[src/rtl/fir_sequencer.sv]
// 4-tap FIR sequencer that drives an external combinational arithmetic unit.
// Define FIR_SATURATE_EN to saturate the accumulator on add carry instead of wrapping.
module fir_sequencer #(
    parameter logic [7:0] C0 = 8'd1,
    parameter logic [7:0] C1 = 8'd2,
    parameter logic [7:0] C2 = 8'd3,
    parameter logic [7:0] C3 = 8'd4
) (
    input  logic        clk,
    input  logic        reset_n,
    input  logic [7:0]  sample_in,
    input  logic        sample_valid,
    output logic        sample_ready,
    input  logic [15:0] aluout,
    input  logic        zout,
    input  logic        cout,
    output logic [15:0] A,
    output logic [15:0] B,
    output logic        AaddB,
    output logic        AmulB,
    output logic        cin,
    output logic [15:0] y_out,
    output logic        y_valid,
    output logic        y_ovf,
    output logic        y_zero
);

    typedef enum logic [1:0] {IDLE, MUL, ADD, DONE} state_t;

    state_t      state;
    logic [1:0]  i;
    logic [7:0]  tap0, tap1, tap2, tap3;
    logic [15:0] prod;
    logic [15:0] acc;
    logic        ovf;
    logic [7:0]  tap_sel;
    logic [7:0]  coef_sel;
    logic [15:0] acc_next;

    // Tap and coefficient selected by the current tap index
    always_comb begin
        tap_sel  = tap0;
        coef_sel = C0;
        case (i)
            2'd0: begin tap_sel = tap0; coef_sel = C0; end
            2'd1: begin tap_sel = tap1; coef_sel = C1; end
            2'd2: begin tap_sel = tap2; coef_sel = C2; end
            2'd3: begin tap_sel = tap3; coef_sel = C3; end
            default: ;
        endcase
    end

    // Once saturated, the accumulator stays pinned for the rest of the sample
    always_comb begin
`ifdef FIR_SATURATE_EN
        acc_next = (cout || ovf) ? 16'hFFFF : aluout;
`else
        acc_next = aluout;
`endif
    end

    // Operation outputs decode from registered state only
    always_comb begin
        A     = 16'h0000;
        B     = 16'h0000;
        AaddB = 1'b0;
        AmulB = 1'b0;
        case (state)
            MUL: begin
                A     = {8'h00, tap_sel};
                B     = {8'h00, coef_sel};
                AmulB = 1'b1;
            end
            ADD: begin
                A     = acc;
                B     = prod;
                AaddB = 1'b1;
            end
            default: ;
        endcase
    end

    assign cin          = 1'b0;
    assign sample_ready = (state == IDLE);

    always_ff @(posedge clk or negedge reset_n) begin
        if (!reset_n) begin
            state   <= IDLE;
            i       <= 2'd0;
            tap0    <= 8'h00;
            tap1    <= 8'h00;
            tap2    <= 8'h00;
            tap3    <= 8'h00;
            prod    <= 16'h0000;
            acc     <= 16'h0000;
            ovf     <= 1'b0;
            y_out   <= 16'h0000;
            y_valid <= 1'b0;
            y_ovf   <= 1'b0;
            y_zero  <= 1'b0;
        end else begin
            y_valid <= 1'b0;
            case (state)
                IDLE: begin
                    if (sample_valid) begin
                        tap3  <= tap2;
                        tap2  <= tap1;
                        tap1  <= tap0;
                        tap0  <= sample_in;
                        acc   <= 16'h0000;
                        ovf   <= 1'b0;
                        i     <= 2'd0;
                        state <= MUL;
                    end
                end
                MUL: begin
                    prod  <= aluout;
                    state <= ADD;
                end
                ADD: begin
                    acc <= acc_next;
                    ovf <= ovf | cout;
                    if (i == 2'd3) begin
                        y_out   <= acc_next;
                        y_ovf   <= ovf | cout;
                        y_zero  <= zout;
                        y_valid <= 1'b1;
                        state   <= DONE;
                    end else begin
                        i     <= i + 2'd1;
                        state <= MUL;
                    end
                end
                DONE: begin
                    state <= IDLE;
                end
                default: state <= IDLE;
            endcase
        end
    end

endmodule
[config.mk]
export PLATFORM = sky130hd
export DESIGN_NAME = fir_sequencer
export DESIGN_NICKNAME = d
export VERILOG_FILES = /design/src/rtl/fir_sequencer.sv
export SDC_FILE = /design/constraint.sdc
export NUM_CORES = 1
export LEC_CHECK = 0
export ABC_AREA = 1
export CORE_MARGIN = 2
export CORE_UTILIZATION = 51
export CTS_CLUSTER_SIZE = 40
export DETAILED_ROUTE_END_ITERATION = 10
export PLACE_DENSITY = 0.76
export REMOVE_ABC_BUFFERS = 1
export SLEW_MARGIN = 0
export SYNTH_ARGS = -nofsm -noshare
export SYNTH_HDL_FRONTEND = slang
export SYNTH_SLANG_ARGS = --single-unit
[constraint.sdc]
create_clock -name clk -period 2.1 [get_ports clk]
set_clock_uncertainty 0.05 [all_clocks]
set_input_delay 0.315 -clock clk [delete_from_list [all_inputs] [get_ports clk]]
set_output_delay 0.315 -clock clk [all_outputs]
set_load 0.01 [all_outputs]
==> results.md <==
* Worst EP required at 1.74 ns
* Top-count cell post-synth: nand2_1
* Antenna violations before repair at 0
* Leakage power at 2.74 nW
* Via density at 5.09
* Tmin final at 2.11 ns
* DRC marker count from the first detailed-route iteration at 182
* Tightest Pin Transition at 0.525 ns
* FF+latch count, synth at 88
* Max-slew violations at 0
* CTS Buf Count at 9
* IO Pins at 84
* Synth warn at 0
* Top_reg_cell synth: dfrtp_1
* Largest stage delay, worst path at between 0.3 and 0.4 ns
* Residual DRC count at 0
* Core area at 0.00761 mm²
* Fin crit share at 1.01
* CTS tree: yes
* Sequential share of the synthesized area at 0.556
* Clk sink count at 88
* Clk slew on worst S/H paths at 0.09 ns
* # fillers at 604
* Fin util at 0.703
* Async S/R FF share, synth at 1.00
* Fin area at between 0.005 and 0.006 mm²
* Number of enable flip-flop cells after synthesis at 0
* HPWL Detailed at 6.67 mm
* Max_slew headroom at 0.648
* Failing checks: setup timing
* RD Place Congestion at 0.833
* Std cell rows at 32
* Min-delay worst type: input port to asynchronous set/reset pin
* Total Wirelength at 9.65 mm
* Clock latency on the worst-skew pair at 0.36 ns
* First-pass GRT wire length at 16.0 mm
* Slowest CP cell: dfrtp_1
* H-Tree Depth at 3
* CTS Root Cell: clkbuf_8
* Worst-path cell chain: inv_2 > buf_6 > ha_4 > clkinvlp_4 > buf_6 > a21oi_2 > buf_2
* DR pass1 iterations at 5
* Fin worst setup slack at -0.0114 ns
* GRT overflow at 0
* Crit-path max FO at 6
* F_max at between 400 and 500 MHz
* GRT Util Overall at 0.239
* Fraction of final layout cells with drive strength greater than 1 at 0.184
* Cell area power density at 1550 mW/mm²
* Port bufs at just over 80
* Largest net degree at the start of global routing at 36
* DR WL/cell at 14.2 µm
* Die width at ~92 µm
* Clock buffer depth at 2
* Die ar. at 0.00848 mm²
* Outcome: finished with violations
* Via count of the first global-routing pass at between 3k and 4k
* Initial Util at 0.520
* Post-synth top cells: nand2_1, dfrtp_1, inv_1
* Yosys cell types at 19
* Die H at 92.1 µm
* Syn Area/Cell at ~8.4 µm²
* Area contributors post-synth: dfrtp_1, nand2_1, o21ai_0
* Most used cell, CP: buf_6
* Final hold violation count at 0
* Setup crit end kind: primary output
* DRT antenna net count at 0
* Setup crit start kind: flip-flop
* Arrival time worst endpoint at 1.75 ns
* Post-synth top area cell: dfrtp_1
* Max Cap Violations at 0
* Worst setup path class: flip-flop to primary output
* Placed cell area at 0.00497 mm²
* Nets at 609
* Mapped Area at 0.00396 mm²
* Routed via count at 3453
* Diode count at 0
* RSZ-0062 raised after global routing: true
* Finish-stage setup viols at 4
* Top cell type's share of synthesized area at 0.556
* Peak supply drop at 775 µV
* Post-Syn Instances at 474
* Layout area overhead at 35.0%
## path summary, 6_finish.rpt
kind | from | endpoint | slack [ns] | cells past startpoint
worst max-delay path | state[1]$_DFFE_PN0P_ | A[1] | -0.01 | 7
worst min-delay path | reset_n | tap2[0]$_DFFE_PN0P_ | 0.40 | 2
worst max register to register | state[0]$_DFFE_PN0P_ | i[1]$_DFFE_PN0P_ | 0.19 | 8
worst min register to register | y_out[13]$_DFFE_PN0P_ | y_out[13]$_DFFE_PN0P_ | 0.44 | 2
max in group asynchronous | reset_n | prod[9]$_DFFE_PN0P_ | 1.01 | 3
min in group clk | zout | y_zero$_DFFE_PN0P_ | 0.43 | 3
## flip-flops by register name (all words and copies together), names as in the netlist
| name | cells |
|---|---|
| acc | 16 |
| i | 2 |
| ovf | 1 |
| prod | 16 |
| state | 2 |
| tap0 | 8 |
| tap1 | 8 |
| tap2 | 8 |
| tap3 | 8 |
| y_out | 16 |
| y_ovf | 1 |
| y_valid | 1 |
| y_zero | 1 |
## stage by stage
step                      setup TNS (ns)  hold WS, ns  std cells  total power (W)  setup WS [ns]
after global routing              -0.603        0.432        679          0.00884        -0.0680
after global placement            -0.275        0.248        654          0.00634        -0.0598
after detailed placement          -0.762        0.255        654          0.00650         -0.112
final                            -0.0265        0.395        679          0.00827        -0.0114
after floorplan                    -8.09      -0.0306        448          0.00468         -0.436
after CTS                        -0.0920        0.403        679          0.00804        -0.0920
## cells by family after synthesis
| logic type | share of synthesized area |
|---|---|
| other cells | 0.000947 |
| simple gates | 0.150 |
| flops | 0.556 |
| compound gates | 0.154 |
| buf+inv | 0.114 |
| fa+ha+maj | 0.0253 |
## metal layers
metal,track usage,up-vias,part of all wire
met5,0,-,0
met4,0.114,0,0.034
met3,0.0378,27,0.041
met2,0.390,96,0.49
met1,0.314,1669,0.43
li1,-,1661,-
## cell type report
class	count	area (µm²)	area share
well taps	102	128	0.0239
multi-input cells	280	1450	0.270
inverters	80	307	0.0574
clock buffers	10	138	0.0257
flip-flops and latches	88	2200	0.412
repair buffers	113	1030	0.193
clock inverters	6	91.3	0.0171
## worst max-delay path, delay by kind of cell (launching register included)
kind,cells,cell delay (ns)
AOI/OAI and AO/OA,1,0.12
buffers and inverters,5,0.61
adders and majority gates,1,0.26
DFF,1,0.38
## cells in the final DEF (no fill, tap or decap), types with 4 or more instances in the layout
cell type        instances
dfrtp_1                 87
o21ai_0                 57
clkbuf_2                 9
clkdlybuf4s15_2          6
inv_2                    6
inv_1                   72
clkdlybuf4s50_1         46
nand2_1                151
clkbuf_8                10
o21ai_1                 19
dlygate4sd2_1            9
a21oi_1                  8
ha_4                     5
a21oi_2                  9
buf_2                    8
buf_12                   4
o22ai_1                 16
buf_4                   23
buf_6                    7
## where the power goes
group          internal, W  switching, W
registers          0.00248      0.000429
clock network     0.000709      0.000642
logic              0.00181       0.00221
## what timing repair did
action                                  4_1_cts  5_1_grt
hold endpoints to repair                     32        0
hold buffers                                  1        0
buffers inserted                              8        1
resized for setup                           107       44
pin swaps                                     3        1
endpoints found under the setup margin       34       28
No activity file was read; power rests on OpenSTA's default activity.
